### src/rtl/uart_pkg.sv
// rtl/uart_pkg.sv - shared types and constants for the UART receive control path
// Purpose : strobe FSM state type, status bit map and divider floor.
// Ports   : none (package).
package uart_pkg;

   typedef enum logic [1:0] {
      ST_IDLE = 2'd0,
      ST_HALF = 2'd1,
      ST_BIT  = 2'd2
   } rx_strb_state_t;

   localparam int STAT_WIDTH     = 7;
   localparam int STAT_NOT_EMPTY = 0;
   localparam int STAT_FULL      = 1;
   localparam int STAT_TIMEOUT   = 2;
   localparam int STAT_PARITY    = 3;
   localparam int STAT_FRAME     = 4;
   localparam int STAT_OVERFLOW  = 5;
   localparam int STAT_UNDERFLOW = 6;

   // Bits 2..6 are sticky; bits 0..1 follow the FIFO flags.
   localparam logic [STAT_WIDTH-1:0] STAT_STICKY_MASK = 7'b111_1100;

   localparam int MIN_BAUD_DIV = 3;

endpackage

### src/rtl/uart_rx_ctrl_if.sv
// rtl/uart_rx_ctrl_if.sv - receiver/register-block signal bundle for uart_rx_ctrl
// Purpose : groups every non-clock/reset signal of uart_rx_ctrl.
// Ports   : none; modport slave = control block view, master = driver view
//           (receiver + register block, or testbench).
interface uart_rx_ctrl_if #(
   parameter int DIV_WIDTH     = 16,
   parameter int TIMEOUT_WIDTH = 8
);
   logic                     i_enable;
   logic [DIV_WIDTH-1:0]     i_baud_div;
   logic [TIMEOUT_WIDTH-1:0] i_timeout;
   logic                     i_rx_strb_en;
   logic                     o_rx_strb;
   logic                     i_fifo_empty;
   logic                     i_fifo_full;
   logic                     i_fifo_rd_en;
   logic                     i_parity_error;
   logic                     i_frame_error;
   logic                     i_overflow_error;
   logic                     i_underflow_error;
   logic [6:0]               i_status_clr;
   logic [6:0]               i_irq_mask;
   logic [6:0]               o_status;
   logic                     o_irq;

   modport slave (
      input  i_enable, i_baud_div, i_timeout, i_rx_strb_en,
      input  i_fifo_empty, i_fifo_full, i_fifo_rd_en,
      input  i_parity_error, i_frame_error, i_overflow_error, i_underflow_error,
      input  i_status_clr, i_irq_mask,
      output o_rx_strb, o_status, o_irq
   );

   modport master (
      output i_enable, i_baud_div, i_timeout, i_rx_strb_en,
      output i_fifo_empty, i_fifo_full, i_fifo_rd_en,
      output i_parity_error, i_frame_error, i_overflow_error, i_underflow_error,
      output i_status_clr, i_irq_mask,
      input  o_rx_strb, o_status, o_irq
   );

endinterface

### src/rtl/uart_baud_strobe.sv
// rtl/uart_baud_strobe.sv - mid-bit sample strobe generator and idle bit tick
// Purpose : IDLE/HALF/BIT FSM producing a centred sample strobe per bit while a
//           frame is requested, and a free-running bit tick while idle.
// Ports   : clk, rst (async, active-high); i_enable, i_baud_div, i_rx_strb_en in;
//           o_rx_strb (one-cycle strobe), o_bit_tick (idle bit period tick) out.
module uart_baud_strobe
   import uart_pkg::*;
#(
   parameter int DIV_WIDTH = 16
) (
   input  logic                 clk,
   input  logic                 rst,
   input  logic                 i_enable,
   input  logic [DIV_WIDTH-1:0] i_baud_div,
   input  logic                 i_rx_strb_en,
   output logic                 o_rx_strb,
   output logic                 o_bit_tick
);

   rx_strb_state_t       r_state, w_state_nxt;
   logic [DIV_WIDTH-1:0] r_cnt, w_cnt_nxt;
   logic [DIV_WIDTH-1:0] r_div, w_div_nxt;
   logic [DIV_WIDTH-1:0] w_div_live;
   logic                 w_run;

   assign w_div_live = (i_baud_div < DIV_WIDTH'(MIN_BAUD_DIV)) ? DIV_WIDTH'(MIN_BAUD_DIV)
                                                               : i_baud_div;
   assign w_run      = i_enable & i_rx_strb_en;

   always_ff @(posedge clk or posedge rst) begin
      if (rst) begin
         r_state <= ST_IDLE;
         r_cnt   <= '0;
         r_div   <= DIV_WIDTH'(MIN_BAUD_DIV);
      end else begin
         r_state <= w_state_nxt;
         r_cnt   <= w_cnt_nxt;
         r_div   <= w_div_nxt;
      end
   end

   always_comb begin
      w_state_nxt = r_state;
      w_cnt_nxt   = r_cnt;
      w_div_nxt   = r_div;
      o_rx_strb   = 1'b0;
      o_bit_tick  = 1'b0;
      case (r_state)
         ST_IDLE: begin
            if (!i_enable) begin
               w_cnt_nxt = '0;
            end else if (i_rx_strb_en) begin
               // Divider is frozen here for the whole frame.
               w_state_nxt = ST_HALF;
               w_div_nxt   = w_div_live;
               w_cnt_nxt   = w_div_live >> 1;
            end else if (r_cnt == '0) begin
               o_bit_tick = 1'b1;
               w_cnt_nxt  = w_div_live;
            end else begin
               w_cnt_nxt = r_cnt - 1'b1;
            end
         end
         ST_HALF, ST_BIT: begin
            // Strobe is gated by the live request so a dropped request never
            // produces a late strobe.
            if (!w_run) begin
               w_state_nxt = ST_IDLE;
               w_cnt_nxt   = '0;
            end else if (r_cnt == '0) begin
               o_rx_strb   = 1'b1;
               w_state_nxt = ST_BIT;
               w_cnt_nxt   = r_div;
            end else begin
               w_cnt_nxt = r_cnt - 1'b1;
            end
         end
         default: begin
            w_state_nxt = ST_IDLE;
            w_cnt_nxt   = '0;
         end
      endcase
   end

endmodule

### src/rtl/uart_rx_ctrl.sv
// rtl/uart_rx_ctrl.sv - UART receive control: sample strobe, idle timeout, status/irq
// Purpose : top of the receive control path; instantiates uart_baud_strobe and
//           holds the idle timeout counter, sticky W1C status and interrupt.
// Ports   : clk, rst (async, active-high); bus (uart_rx_ctrl_if.slave) carrying
//           enable/divider/timeout config, strobe request/strobe, FIFO flags and
//           read, error pulses, status clear, irq mask, status and irq.
module uart_rx_ctrl
   import uart_pkg::*;
#(
   parameter int DIV_WIDTH     = 16,
   parameter int TIMEOUT_WIDTH = 8
) (
   input logic           clk,
   input logic           rst,
   uart_rx_ctrl_if.slave bus
);

   logic                     w_bit_tick;
   logic [TIMEOUT_WIDTH-1:0] r_tcnt;
   logic                     w_tcnt_clr;
   logic                     w_tcnt_inc;
   logic                     w_timeout_hit;
   logic [STAT_WIDTH-1:0]    r_status;
   logic [STAT_WIDTH-1:0]    w_set;
   logic [STAT_WIDTH-1:0]    w_live;
   logic [STAT_WIDTH-1:0]    w_status_nxt;
   logic                     r_irq;

   uart_baud_strobe #(
      .DIV_WIDTH (DIV_WIDTH)
   ) u_baud_strobe (
      .clk          (clk),
      .rst          (rst),
      .i_enable     (bus.i_enable),
      .i_baud_div   (bus.i_baud_div),
      .i_rx_strb_en (bus.i_rx_strb_en),
      .o_rx_strb    (bus.o_rx_strb),
      .o_bit_tick   (w_bit_tick)
   );

   // Timeout only counts while data sits unread in the FIFO and the line is idle.
   assign w_tcnt_clr    = bus.i_fifo_empty | bus.i_rx_strb_en | bus.i_fifo_rd_en | ~bus.i_enable;
   assign w_tcnt_inc    = ~w_tcnt_clr & w_bit_tick & (r_tcnt < bus.i_timeout);
   // Fires only on the increment that lands on the threshold; saturation then
   // blocks re-firing until the counter is cleared.
   assign w_timeout_hit = w_tcnt_inc & ((r_tcnt + 1'b1) == bus.i_timeout);

   always_ff @(posedge clk or posedge rst) begin
      if (rst) begin
         r_tcnt <= '0;
      end else if (w_tcnt_clr) begin
         r_tcnt <= '0;
      end else if (w_tcnt_inc) begin
         r_tcnt <= r_tcnt + 1'b1;
      end
   end

   always_comb begin
      w_set                 = '0;
      w_set[STAT_TIMEOUT]   = w_timeout_hit;
      w_set[STAT_PARITY]    = bus.i_parity_error;
      w_set[STAT_FRAME]     = bus.i_frame_error;
      w_set[STAT_OVERFLOW]  = bus.i_overflow_error;
      w_set[STAT_UNDERFLOW] = bus.i_underflow_error;

      w_live                 = '0;
      w_live[STAT_NOT_EMPTY] = ~bus.i_fifo_empty;
      w_live[STAT_FULL]      = bus.i_fifo_full;

      // Set is ORed after the clear so a coincident set wins.
      w_status_nxt = (w_live & ~STAT_STICKY_MASK)
                   | ((w_set | (r_status & ~bus.i_status_clr)) & STAT_STICKY_MASK);
   end

   always_ff @(posedge clk or posedge rst) begin
      if (rst) begin
         r_status <= '0;
         r_irq    <= 1'b0;
      end else begin
         r_status <= w_status_nxt;
         r_irq    <= |(r_status & bus.i_irq_mask);
      end
   end

   assign bus.o_status = r_status;
   assign bus.o_irq    = r_irq;

endmodule

### src/flat_wrapper.sv
// flat-port wrapper written by rule: the top's interface ports become plain ports
module uart_rx_ctrl_flat import uart_pkg::*;
#(
   parameter int DIV_WIDTH     = 16,
   parameter int TIMEOUT_WIDTH = 8
)
  (clk, rst, bus_i_enable, bus_i_baud_div, bus_i_timeout, bus_i_rx_strb_en, bus_i_fifo_empty, bus_i_fifo_full, bus_i_fifo_rd_en, bus_i_parity_error, bus_i_frame_error, bus_i_overflow_error, bus_i_underflow_error, bus_i_status_clr, bus_i_irq_mask, bus_o_rx_strb, bus_o_status, bus_o_irq);
  uart_rx_ctrl_if #(.DIV_WIDTH(DIV_WIDTH), .TIMEOUT_WIDTH(TIMEOUT_WIDTH)) bus_i ();
  input logic clk;
  input logic rst;
  input wire logic [$bits(bus_i.i_enable)-1:0] bus_i_enable;
  input wire logic [$bits(bus_i.i_baud_div)-1:0] bus_i_baud_div;
  input wire logic [$bits(bus_i.i_timeout)-1:0] bus_i_timeout;
  input wire logic [$bits(bus_i.i_rx_strb_en)-1:0] bus_i_rx_strb_en;
  input wire logic [$bits(bus_i.i_fifo_empty)-1:0] bus_i_fifo_empty;
  input wire logic [$bits(bus_i.i_fifo_full)-1:0] bus_i_fifo_full;
  input wire logic [$bits(bus_i.i_fifo_rd_en)-1:0] bus_i_fifo_rd_en;
  input wire logic [$bits(bus_i.i_parity_error)-1:0] bus_i_parity_error;
  input wire logic [$bits(bus_i.i_frame_error)-1:0] bus_i_frame_error;
  input wire logic [$bits(bus_i.i_overflow_error)-1:0] bus_i_overflow_error;
  input wire logic [$bits(bus_i.i_underflow_error)-1:0] bus_i_underflow_error;
  input wire logic [$bits(bus_i.i_status_clr)-1:0] bus_i_status_clr;
  input wire logic [$bits(bus_i.i_irq_mask)-1:0] bus_i_irq_mask;
  output wire logic [$bits(bus_i.o_rx_strb)-1:0] bus_o_rx_strb;
  output wire logic [$bits(bus_i.o_status)-1:0] bus_o_status;
  output wire logic [$bits(bus_i.o_irq)-1:0] bus_o_irq;
  assign bus_i.i_enable = bus_i_enable;
  assign bus_i.i_baud_div = bus_i_baud_div;
  assign bus_i.i_timeout = bus_i_timeout;
  assign bus_i.i_rx_strb_en = bus_i_rx_strb_en;
  assign bus_i.i_fifo_empty = bus_i_fifo_empty;
  assign bus_i.i_fifo_full = bus_i_fifo_full;
  assign bus_i.i_fifo_rd_en = bus_i_fifo_rd_en;
  assign bus_i.i_parity_error = bus_i_parity_error;
  assign bus_i.i_frame_error = bus_i_frame_error;
  assign bus_i.i_overflow_error = bus_i_overflow_error;
  assign bus_i.i_underflow_error = bus_i_underflow_error;
  assign bus_i.i_status_clr = bus_i_status_clr;
  assign bus_i.i_irq_mask = bus_i_irq_mask;
  assign bus_o_rx_strb = bus_i.o_rx_strb;
  assign bus_o_status = bus_i.o_status;
  assign bus_o_irq = bus_i.o_irq;
  uart_rx_ctrl #(.DIV_WIDTH(DIV_WIDTH), .TIMEOUT_WIDTH(TIMEOUT_WIDTH)) u_core (.clk(clk), .rst(rst), .bus(bus_i));
endmodule
### config.mk
export PLATFORM = sky130hd
export DESIGN_NAME = uart_rx_ctrl_flat
export DESIGN_NICKNAME = d
export VERILOG_FILES = /design/src/rtl/uart_pkg.sv /design/src/rtl/uart_rx_ctrl_if.sv /design/src/rtl/uart_baud_strobe.sv /design/src/rtl/uart_rx_ctrl.sv /design/src/flat_wrapper.sv
export SDC_FILE = /design/constraint.sdc
export NUM_CORES = 1
export LEC_CHECK = 0
export ABC_AREA = 0
export BUFFER_PORTS_ARGS = -buffer_cell sky130_fd_sc_hd__buf_4
export CAP_MARGIN = 20
export CORE_ASPECT_RATIO = 2
export CORE_MARGIN = 5
export CORE_UTILIZATION = 50
export CTS_CLUSTER_DIAMETER = 150
export DETAILED_ROUTE_END_ITERATION = 16
export PLACE_DENSITY = 0.76
export SETUP_SLACK_MARGIN = 0.2
export SLEW_MARGIN = 20
export SYNTH_ARGS = -nofsm -noshare
export SYNTH_HDL_FRONTEND = slang
export SYNTH_SLANG_ARGS = --single-unit
### constraint.sdc
create_clock -name clk -period 1.85 [get_ports clk]
set_input_delay 0.2775 -clock clk [delete_from_list [all_inputs] [get_ports clk]]
set_output_delay 0.2775 -clock clk [all_outputs]
set_load 0.02 [all_outputs]
==> results.ini <==
[synth]
synth.area.top_cells = dfrtp_1, nand2_1, ha_1, xnor2_1, a22oi_1
synth_most_common_cell = nand2_1
synth_top_area_cell = dfrtp_1
synth-seq-cells = 50
synth-edff-count = 0
syn-instance-count = 338
seq_area_frac_synth_pct = 42.1
synth.avg_cell_area_um2 = 8.82
synth_top_cell_area_share_pct = 40.3
netlist_area_um2 = 2980
ys_warn_count = 0
async_reset_ff_share_pct = 100
synth_cell_types = 49
synth_ff_type = dfrtp_1
synth_commonest_cells = nand2_1, dfrtp_1, nor2_1
synthesis.nets = 400

[power]
swShare_pct = 39.9
power_density_nw_per_um2 = 1460
worst_ir_drop_vdd_mv = 0.859
p_switching_w = 0.00267
combPwrFrac_pct = 56.1
power.internal_w = 0.00402
power_frac_clock_pct = 18.3
seqPwrFrac_pct = 25.5
power_leakage_nw = 2.19

[route]
drc = 0
wl_um = 10300
wire_per_inst_um = 19.9
drtPass1Iterations = 4
viasPerCell = 6.07
num_vias = 3154
drt_iter0_drc = 196
ant_nets = 0

[place]
dp_hpwl_um = 7300
gp_congestion = 1.05
placedCellCount = 502
pre_cts_slack_ns = -0.155
io_buffers = 55

[global_routing]
antenna_found_initial = 0
overflow = 0
track_usage_pct = 26.7
grt_max_degree = 29
grt_pass1_wl_um = 15800
grt_pass1_vias = 3382

[clocking]
clockRootBuffer = clkbuf_16
clk_transition_reported_paths_ns = 0.07
cts_buffers = 5
clock-sinks = 50
clock_latency_ns = 0.30
h-tree-depth = 2
cts_tree = done
ctsLongestPathBuffers = 2

[setup_path]
worstSetupEndpointType = output pin
rr_worst_depth = 6
critPathLaunchType = flip-flop
rrSetupSlack_ns = -0.19
worst-setup-path-type = reg2out
rr_endpoint = u_core.r_tcnt[4]
endpoint = bus_o_rx_strb
cp.arrival_ns = 1.80
startpoint = u_core.u_baud_strobe.r_cnt[10]
critPathMaxFanout = 3
crit_required_ns = 1.57
r2r-start = u_core.u_baud_strobe.r_cnt[10]

[sta]
hold_violations = 0
skew_ns = 0.00432
timing.fmax_mhz = 482
fin_crit_sh_pct = 112
setup_violations = 20
relSlewSlack_pct = 71.5
tightest_slew_ns = 0.427
final-max-slew-violation-count = 0
period_needed_ns = 2.08
fin_ws_ns = -0.225
rsz0062_at_grt = yes

[job]
cap_viol_max_count = 0

[layout]
final_cells = 520
nNetsFinal = 520
fillers = 356
multi_input_area_um2 = 2010
drive_above_1_share_pct = 42.7
regArea_um2 = 1250
area_delta_synth_final_pct = 54.0
fin_util_pct = 79.7
antenna_cells = 0

[die]
die_y_um = 119
core_area_um2 = 5760
rows = 39
pin_count = 58
dieArea_um2 = 7700
dieWidth_um = 64.6
initial_core_util_pct = 51.8

[status]
violations = negative setup slack
outcome = finished, violations left

[hold_path]
hold_class = in2reg

[timing repair]
action / 4_1_cts / 5_1_grt
endpoints found under the setup margin: 28 / 28
hold endpoints to repair: 5 / 0
resized for setup: 49 / 37
buffers inserted: 3 / 3
cloned: 2 / 1
hold buffers: 1 / 0
pin swaps: 31 / 25
[logic make-up (layout without fill, tap and decap cells)]
kind of cell / Yosys count / in the layout / synth area share, %
muxes: 2 / 2 / 0.672
AOI/OAI and AO/OA: 79 / 80 / 17.0
and+or+nand+nor: 141 / 142 / 23.8
adders and majority gates: 13 / 13 / 5.46
DFF: 50 / 50 / 42.1
buffers and inverters: 29 / 148 / 3.95
xor gates and xnor gates: 24 / 24 / 7.05
[cell usage in the layout, fill, tap and decap left out, types with 4 or more instances in the layout]
cell / synthesis / layout
buf_4: 0 / 108
nand2_1: 58 / 57
dfrtp_1: 48 / 48
nor2_1: 26 / 23
inv_1: 20 / 19
ha_1: 13 / 12
xor2_1: 11 / 11
xnor2_1: 13 / 11
a21oi_1: 20 / 10
a21oi_2: 0 / 9
a22oi_1: 15 / 8
nand3_1: 9 / 7
a21o_1: 7 / 7
a22oi_2: 0 / 7
buf_6: 1 / 7
or3_1: 6 / 6
o21ai_0: 17 / 6
nor4_1: 8 / 6
clkbuf_16: 0 / 6
o21ai_2: 0 / 5
nor3_4: 0 / 4
[worst max-delay path: stages (launching register included)]
cell     delay, ns
dfrtp_1       0.38
or4_4         0.58
nor2_4        0.17
nand3_4       0.11
nor2_4        0.13
buf_6         0.13
[routing by layer]
| metal | share of wire (%) | track usage (%) | vias to the layer above |
|---|---|---|---|
| met3 | 4.1 | 4.05 | 55 |
| li1 | - | - | 1436 |
| met4 | 6.9 | 17.7 | 0 |
| met5 | 0 | 0 | - |
| met1 | 31 | 24.7 | 1546 |
| met2 | 58 | 51.4 | 117 |
[final cells by class]
type / count / share of cell area, %
clock buffers: 6 / 3.03
clock inverters: 2 / 1.31
inverters: 20 / 1.64
multi-input cells: 261 / 43.7
flip-flops and latches: 50 / 27.3
well taps: 61 / 1.66
repair buffers: 120 / 21.3
[sequential cells by signal, summed over array words and instances, names as in the netlist]
name / count
u_core.bus.o_irq: 1
u_core.r_tcnt: 8
u_core.u_baud_strobe.r_cnt: 16
u_core.u_baud_strobe.r_div: 16
u_core.u_baud_strobe.r_state: 2
u_core.bus.o_status: 7
[worst min-delay path by stage]
stage	from	endpoint	slack (ns)	cells after the start
6_report	bus_i_fifo_full	u_core.bus.o_status[1]	0.09	1
3_3_place_gp	rst	u_core.bus.o_irq	0.19	2
2_1_floorplan	bus_i_fifo_full	u_core.bus.o_status[1]	0.31	0
5_1_grt	bus_i_fifo_full	u_core.bus.o_status[1]	0.08	1
4_1_cts	bus_i_fifo_full	u_core.bus.o_status[1]	0.08	1
3_5_place_dp	rst	u_core.bus.o_irq	0.20	2
[metrics by stage]
step | setup TNS [ns] | hold slack (ns) | instance area (um^2) | total power, W
final | -1.79 | 0.0874 | 4590 | 0.00669
after global routing | -2.80 | 0.0830 | 4590 | 0.00701
after CTS | -1.30 | 0.0836 | 4390 | 0.00619
after detailed placement | -1.35 | 0.203 | 3920 | 0.00430
after global placement | -0.876 | 0.193 | 3920 | 0.00422
after floorplan | -0.171 | 0.309 | 3050 | 0.00331
[power by group through the flow]
| stage | clock network, W | logic [W] | registers, W |
|---|---|---|---|
| 6_report | 0.00123 | 0.00376 | 0.00171 |
| 5_1_grt | 0.00128 | 0.00399 | 0.00174 |
| 4_1_cts | 0.00124 | 0.00327 | 0.00168 |
| 3_5_place_dp | 0 | 0.00262 | 0.00169 |
| 3_3_place_gp | 0 | 0.00256 | 0.00166 |
| 2_1_floorplan | 0 | 0.00163 | 0.00168 |
Power figures use the tool's default switching activity.
